[config.mk]
export PLATFORM = sky130hd
export DESIGN_NAME = slave_read_arb
export DESIGN_NICKNAME = d
export VERILOG_FILES = /design/src/rtl/slave_read_arb.sv
export SDC_FILE = /design/constraint.sdc
export NUM_CORES = 1
export LEC_CHECK = 0
export ABC_CLOCK_PERIOD_IN_PS = 2900
export BUFFER_PORTS_ARGS = -buffer_cell sky130_fd_sc_hd__buf_2
export CORE_AREA = 2 2 61 63
export CTS_BUF_LIST = sky130_fd_sc_hd__clkbuf_4 sky130_fd_sc_hd__clkbuf_8
export DETAILED_ROUTE_END_ITERATION = 7
export DIE_AREA = 0 0 63 65
export PLACE_DENSITY = 0.82
export SLEW_MARGIN = 20
export SYNTH_ARGS = -nofsm -noshare
export SYNTH_HDL_FRONTEND = slang
export SYNTH_SLANG_ARGS = --single-unit
[constraint.sdc]
create_clock -name clk -period 2.9 [get_ports clk]
set_input_delay 0.435 -clock clk [delete_from_list [all_inputs] [get_ports clk]]
set_output_delay 0.435 -clock clk [all_outputs]
set_load 0.02 [all_outputs]
[src/rtl/slave_read_arb.sv]
// Purpose : round-robin sharing of one slave_device read port; each grant reads a full packet
//           (2 header bytes + PKT_LEN payload bytes) and forwards it id-tagged to a shared consumer.
// Latency : first out_valid RD_LAT cycles after the first ISSUE cycle; grant-to-next-IDLE is PKT_LEN+2+RD_LAT+1.
// Backpr. : none -- the consumer must take every out_valid byte; requesters wait on gnt.
// Option  : define SLAVE_READ_ARB_FIXED_PRIO_EN for fixed priority (lowest index wins, no RR pointer).
module slave_read_arb #(
    parameter int NREQ    = 4,
    parameter int PKT_LEN = 16,
    parameter int ADDR_W  = 16,
    parameter int RD_LAT  = 2,
    parameter int ID_W    = 2
) (
    input  logic              clk,
    input  logic              rst_l,
    input  logic [NREQ-1:0]   req,
    output logic [NREQ-1:0]   gnt,
    output logic              ram_rd_rq,
    output logic [ADDR_W-1:0] rd_addr,
    input  logic [7:0]        sd_data,
    output logic              out_valid,
    output logic [7:0]        out_data,
    output logic [ID_W-1:0]   out_id,
    output logic              out_sop,
    output logic              out_eop,
    output logic              busy
);

    localparam int PW = (NREQ > 1) ? $clog2(NREQ) : 1;
    localparam int DW = (RD_LAT > 1) ? $clog2(RD_LAT) : 1;
    localparam logic [ADDR_W-1:0] LAST_ADDR  = ADDR_W'(PKT_LEN + 1);
    localparam logic [DW-1:0]     DRAIN_LAST = DW'(RD_LAT - 1);

    // Parameter sanity: the address counter must reach PKT_LEN+1 without wrapping,
    // the id field must hold every requester index, and the pipe needs at least one stage.
    generate
        if ((longint'(PKT_LEN) + 1) >= (longint'(1) << ADDR_W)) begin : g_bad_addr_w
            $error("slave_read_arb: PKT_LEN+1 does not fit in ADDR_W bits");
        end
        if (NREQ < 2 || NREQ > 8) begin : g_bad_nreq
            $error("slave_read_arb: NREQ must be in 2..8");
        end
        if (ID_W < PW) begin : g_bad_id_w
            $error("slave_read_arb: ID_W too narrow for NREQ");
        end
        if (RD_LAT < 1) begin : g_bad_rd_lat
            $error("slave_read_arb: RD_LAT must be at least 1");
        end
    endgenerate

    typedef enum logic [1:0] {
        IDLE  = 2'd0,
        ISSUE = 2'd1,
        DRAIN = 2'd2,
        GAP   = 2'd3
    } state_t;

    state_t            state_q;
    state_t            state_d;
    logic [ADDR_W-1:0] cnt_q;        // address being presented while in ISSUE
    logic [DW-1:0]     drain_cnt_q;  // cycles spent in DRAIN
    logic [NREQ-1:0]   gnt_q;
    logic [PW-1:0]     id_q;
    logic [PW-1:0]     win;          // arbitration winner this cycle
    logic [NREQ-1:0]   win_oh;

    // Valid pipe: one {issued, first, last} triple per presented address.
    logic [RD_LAT-1:0] pipe_vld;
    logic [RD_LAT-1:0] pipe_first;
    logic [RD_LAT-1:0] pipe_last;

    logic issuing;
    logic issue_first;
    logic issue_last;

    assign issuing     = (state_q == ISSUE);
    assign issue_first = issuing && (cnt_q == '0);
    assign issue_last  = issuing && (cnt_q == LAST_ADDR);

`ifdef SLAVE_READ_ARB_FIXED_PRIO_EN
    // Fixed priority: scan from the top so the lowest active index is left as winner.
    always_comb begin
        win = '0;
        for (int i = NREQ - 1; i >= 0; i--) begin
            if (req[i]) begin
                win = PW'(i);
            end
        end
    end
`else
    logic [PW-1:0] ptr_q;  // last winner; search begins just above it
    logic          found;

    // Round-robin: first active requester strictly after the pointer, wrapping to 0.
    always_comb begin
        win   = ptr_q;
        found = 1'b0;
        for (int i = 1; i <= NREQ; i++) begin
            if (!found && req[(int'(ptr_q) + i) % NREQ]) begin
                win   = PW'((int'(ptr_q) + i) % NREQ);
                found = 1'b1;
            end
        end
    end

    // Pointer moves to the winner at each grant.
    always_ff @(posedge clk or posedge rst_l) begin
        if (rst_l) begin
            ptr_q <= PW'(NREQ - 1);
        end else if (state_q == IDLE && (|req)) begin
            ptr_q <= win;
        end
    end
`endif

    // One-hot decode of the winner for the grant register.
    always_comb begin
        win_oh      = '0;
        win_oh[win] = 1'b1;
    end

    // Next-state logic for the packet sequencer.
    always_comb begin
        state_d = state_q;
        case (state_q)
            IDLE: begin
                if (|req) begin
                    state_d = ISSUE;
                end
            end
            ISSUE: begin
                if (cnt_q == LAST_ADDR) begin
                    state_d = DRAIN;
                end
            end
            DRAIN: begin
                if (drain_cnt_q == DRAIN_LAST) begin
                    state_d = GAP;
                end
            end
            GAP: begin
                state_d = IDLE;
            end
            default: begin
                state_d = IDLE;
            end
        endcase
    end

    // State register.
    always_ff @(posedge clk or posedge rst_l) begin
        if (rst_l) begin
            state_q <= IDLE;
        end else begin
            state_q <= state_d;
        end
    end

    // Grant, id and counters: gnt/id latch at arbitration, gnt drops on entry to GAP.
    always_ff @(posedge clk or posedge rst_l) begin
        if (rst_l) begin
            gnt_q       <= '0;
            id_q        <= '0;
            cnt_q       <= '0;
            drain_cnt_q <= '0;
        end else begin
            case (state_q)
                IDLE: begin
                    cnt_q       <= '0;
                    drain_cnt_q <= '0;
                    if (|req) begin
                        gnt_q <= win_oh;
                        id_q  <= win;
                    end
                end
                ISSUE: begin
                    drain_cnt_q <= '0;
                    if (cnt_q == LAST_ADDR) begin
                        cnt_q <= '0;
                    end else begin
                        cnt_q <= cnt_q + 1'b1;
                    end
                end
                DRAIN: begin
                    if (drain_cnt_q == DRAIN_LAST) begin
                        drain_cnt_q <= '0;
                        gnt_q       <= '0;
                    end else begin
                        drain_cnt_q <= drain_cnt_q + 1'b1;
                    end
                end
                default: begin
                    gnt_q       <= '0;
                    cnt_q       <= '0;
                    drain_cnt_q <= '0;
                end
            endcase
        end
    end

    // Valid pipe: delays the issue markers by RD_LAT to line up with sd_data.
    always_ff @(posedge clk or posedge rst_l) begin
        if (rst_l) begin
            pipe_vld   <= '0;
            pipe_first <= '0;
            pipe_last  <= '0;
        end else begin
            pipe_vld[0]   <= issuing;
            pipe_first[0] <= issue_first;
            pipe_last[0]  <= issue_last;
            for (int i = 1; i < RD_LAT; i++) begin
                pipe_vld[i]   <= pipe_vld[i-1];
                pipe_first[i] <= pipe_first[i-1];
                pipe_last[i]  <= pipe_last[i-1];
            end
        end
    end

    assign gnt       = gnt_q;
    assign ram_rd_rq = issuing;
    assign rd_addr   = issuing ? cnt_q : '0;
    assign busy      = (state_q == ISSUE) || (state_q == DRAIN);
    assign out_valid = pipe_vld[RD_LAT-1];
    assign out_sop   = pipe_vld[RD_LAT-1] && pipe_first[RD_LAT-1];
    assign out_eop   = pipe_vld[RD_LAT-1] && pipe_last[RD_LAT-1];
    // Data is masked outside valid so the bus idles at zero (including during reset).
    assign out_data  = pipe_vld[RD_LAT-1] ? sd_data : 8'h00;
    assign out_id    = ID_W'(id_q);

endmodule

**Yosys cells after proc, flatten, opt, wreduce, memory -nomap -nowiden**

Index checks and enable logic that the tools add are counted.

- Register bits after elaboration: 33
- Bits of input ports: 14
- Output and inout bits: 35
- Logic and storage cells: 90

- $add $sub $neg: 6
- Magnitude comparators: 6
- Eq/ne operators: 7
- Muxes and demuxes: 34
- Bitwise gates (word level): 5
- Reduce and logical (&&, ||, !) cells: 23

Operators with widths:

| cell | count |
|---|---|
| 16-bit 2-to-1 mux | 2 |
| 16-bit case mux with 2 select lines | 1 |
| 16-bit by 1-bit adder with 16-bit output, second input constant | 1 |
| 16-bit by 5-bit == test with 1-bit output, second input constant | 1 |
| 16-bit zero test | 1 |
| 3-bit by 4-bit less-than comparator with 1-bit output, second input constant | 4 |
| 1-bit 2-to-1 mux | 14 |
| 2-bit 2-to-1 mux | 7 |
| 4-bit case mux with 3 select lines | 1 |
| 1-bit logical AND | 9 |
| 1-bit binary-select mux with 2-bit select | 4 |
| 4-bit 2-to-1 mux | 2 |
| 8-bit 2-to-1 mux | 1 |
| 2-bit case mux with 4 select lines | 1 |
| 2-bit OR reduction | 4 |
| 3-bit AND reduction | 2 |
| 2-bit by 1-bit adder with 2-bit output, second input constant | 2 |
| 2-bit adder, second input constant | 2 |
| 1-bit AND, first input constant | 4 |
| 2-bit == test, second input constant | 2 |
| 2-bit by 1-bit inequality test with 1-bit output, second input constant | 2 |
| 4-bit OR reduction | 1 |
| 1-bit zero test | 3 |
| 2-bit by 3-bit less-than comparator with 1-bit output, second input constant | 1 |
| 9 further kinds | 9 |

**Longest topological paths before layout**

- Word-level depth: 22
- Gate-level depth with buffers: 7
- Gate-level depth less buffers: 6

**Worst setup path before layout**

OpenSTA, ideal clock, no wires.

- Path kind: reg-to-reg
- From: register state_q[0]
- To: register cnt_q[15]
- Library setup time: 0.078 ns
- Data arrival time: 1.979 ns
- Data required time: 2.822 ns
- Setup slack: 0.843 ns
- Stages on the path, launching flop included: 7
- Path buffers: 0
- Period minus slack after synthesis: 2.057 ns
- Cell sequence: dfrtp_1 > inv_1 > ha_1 > nand3b_2 > or4_4 > or4_1 > a21oi_1

- Cells in the longest elaborated chain, start to end: 2
- Elaborated cells between the ends (all ways): 3
- Those cells by class: eq/ne (2); mux (1)

RTL lines:

| element | RTL line | RTL |
|---|---|---|
| start: declaration | 57 | `state_t state_q;` |
| start signal: assignment | 154 | `state_q <= state_d;` |
| 2-bit == test or 2-bit by 1-bit == test with 1-bit output (tied branches) | 166 | `case (state_q)` |
| 16-bit case mux with 2 select lines | 166 |  |
| end signal: assignment | 180 | `cnt_q <= cnt_q + 1'b1;` |
| end: declaration | 59 | `logic [ADDR_W-1:0] cnt_q;` |

Parallel ways exist; a longest one is shown, timed or not.
A chain may end at the register's enable or synchronous reset.

**Final worst setup path**

Ends and elaborated chain as after synthesis.

==> impl_results.md <==
* Sequential group share of total power at 36.4%
* Sequential cell area at 828 µm²
* Die height at 65 µm
* Slew Viols, Final at 0
* Post-Syn Nets at 209
* Clock buffer depth at 2
* Critical Path Start Type: flip-flop
* Required time worst endpoint at 3160 ps
* Starting density of the core at 50.5%
* DRC Markers at 0
* Post-synth top area cell: dfrtp_1
* Main flop type after synthesis: dfrtp_1
* Internal power at 0.00111 W
* Post-CTS Setup Inserts at 0
* Max-slew headroom at 47.3%
* Core area at 3500 µm²
* Sw power at 0.000708 W
* Mapped Avg Cell Area at 9.35 µm²
* TritonCTS buffer count at 5
* Final ANT Viol Nets at 0
* Post-Syn Area at 1770 µm²
* Yosys warning count at 0
* Layout area overhead at 22.4%
* RSZ-0062 raised after global routing: false
* Leak pwr at 1.07 nW
* Hold buffers post-CTS at 0
* Post-synth EDFFs at 0
* Fin nets at 261
* Die extent in x at 63 µm
* Row count at 22
* Clk_skew at 10.9 ps
* I/O Pins at 49
* Cells after Synth at 189
* Wire per inst at 12.0 µm
* Switch share at 38.9%
* Min Tclk post-route at 2370 ps
* Vias in the first global route at 1325
* Fin area at 2160 µm²
* Final Cycle Share at 81.7%
* R2R depth at 6
* Reg-to-reg startpoint: state_q[0]
* First-iteration detailed-routing DRC count at 50
* Global-route wire length before repair at 6.00 mm
* Arrival @ worst endpoint at 2630 ps
* Clock Tree Root: clkbuf_4
* CP endpoint: cnt_q[15]
* Detailed Routing Iterations Pass 1 at 4
* Synth area leaders: dfrtp_1 44%, and2_1 7.8%, nor2_1 5.1%, xnor2_1 5.0%, ha_1 4.2%
* Area of the multi-input gates at 886 µm²
* H-tree depth at 2
* CTS resizes at 0
* Worst-path clk slew at 110 ps
* Fmax at 422 MHz
* Worst Setup SP: state_q[0]
* Pwr dens at 842 nW/µm²
* Fillers at 300
* Final Util at 61.8%
* Finish-stage setup viols at 0
* Antenna Cells at 0
* FF-to-FF End: cnt_q[15]
* #FFs+latches synth at 33
* Largest net degree at the start of global routing at 34
* Kind of end point of the critical path: flip-flop
* IR drop worst, VDD at 0.000470 V
* Ys async rst share at 100%
* Vias/cell at 5.22
* Cell area after placement at 2060 µm²
* Clk_lat worst skew at 340 ps
* Buffers on Ports at 48
* Dpl hpwl at 2.56 mm
* Final wirelength at 3.47 mm
* Worst-margin pin slew at 787 ps
* Global Route Usage Sum at 18.6%
* CTS tree: yes
* Netlist cell types at 37
* Crit Path Class: flip-flop to flip-flop
* TNS Setup at 0 ps
* Outcome: completed
* Clock share of power at 23.1%
* Antenna violations before repair at 0
* GRT overflow at 0
* Max cap viols at 0
* Max FO, Critical Path at 13
* Die area at 4100 µm²
* Part of the Yosys area used for sequential elements at 46.9%
* Combinational power share at 40.5%
* Ratio of cells with drive above 1 in the final layout at 26.4%
* Reg2reg setup slack at 530 ps
* Post-synth top area share at 43.9%
* Worst hold-check path type: input pin to async pin
* GP Congestion at 0.843
* Total number of vias at 1514
* CTS sink cnt at 33
* Final Hold Vio Count at 0
final cells by class:
type,instances,area share (%)
sequential,33,38.3
clock buffer,5,1.74
inverter,10,1.74
multi-input combinational,142,41.0
timing repair buffer,49,11.5
tap,48,2.78
clock inverter,3,3.01
flip-flops by register name, summed over array words and instances, names as in the netlist:
signal	cells
cnt_q	16
gnt	4
out_id	2
pipe_first	2
pipe_last	2
pipe_vld	2
ptr_q	2
state_q	2
drain_cnt_q	1
cell usage in the layout (no fill, tap or decap), drive strengths merged, types with 2 or more instances in the layout:
cell type and count:
buf 49, dfrtp 31, nor2 24, and2 22
nand2 18, inv 10, xnor2 10, nor4 8
a21oi 6, o21ai 6, ha 6, clkbuf 5
o31ai 4, nor3 4, nand3 4, nor2b 3
or4 3, nand4 3, nand2b 2, or3 2
nor3b 2, a21o 2, bufinv 2, dfstp 2
through the flow:
stage               hold slack [ps]  worst slack, ps  total power [W]  cells
floorplan                       331              843          0.00121    189
global placement                333              629          0.00139    282
detailed placement              335              568          0.00141    282
CTS                             167              534          0.00184    290
global route                    190              318          0.00196    290
finish                          153              530          0.00182    290
metal layers:
layer	global-route usage, %	vias to the layer above	wire, µm
li1	-	759	-
met1	24.0	701	1610
met2	30.6	48	1590
met3	5.21	6	232
met4	5.00	0	44
met5	0	-	0
kinds of logic (layout without fill, tap and decap cells):
logic type / count (synthesis) / after routing / synth area share [%]
XOR/XNOR: 10 / 10 / 4.96
AO/OA/AOI/OAI: 24 / 24 / 8.99
flip-flops: 33 / 33 / 46.9
adder cells (fa/ha/maj): 6 / 6 / 4.25
buffers and inverters: 14 / 67 / 2.97
multiplexers: 2 / 2 / 1.20
AND/OR/NAND/NOR: 100 / 100 / 30.7
worst min-delay path by stage:
stage | startpoint | end | slack [ps] | depth (start not counted)
after floorplan | pipe_first[0] | pipe_first[1] | 330 | 0
after global placement | pipe_vld[0] | pipe_vld[1] | 330 | 0
after detailed placement | pipe_last[0] | pipe_last[1] | 330 | 0
after CTS | rst_l | gnt[2] | 170 | 3
after global routing | rst_l | gnt[0] | 190 | 3
final | rst_l | gnt[2] | 150 | 3
Yosys cell counts, types with 3 or more instances:
cell      number
clkbuf_1       4
ha_1           6
dfrtp_1       31
nor3_1         4
o31ai_1        4
a21oi_1        6
inv_1         10
and2_1        22
o21ai_0        6
xnor2_1       10
nor4_1         8
nand2_1       18
nor2_1        24
nor2b_1        3
nand3_1        4
power by group through the flow:
stage	Clock (W)	Sequential, W	Combinational (W)
after floorplan	0	0.000699	0.000508
after global placement	0	0.000665	0.000727
after detailed placement	0	0.000670	0.000742
after CTS	0.000432	0.000662	0.000743
after global routing	0.000458	0.000684	0.000819
final	0.000420	0.000662	0.000738
critical path, cell delays in order (launching register included):
cell	delay (ps)
dfrtp_1	380
inv_1	70
ha_1	330
nand3b_2	300
or4_4	540
or4_1	510
a21oi_1	150
No activity file was read; power rests on OpenSTA's default activity.
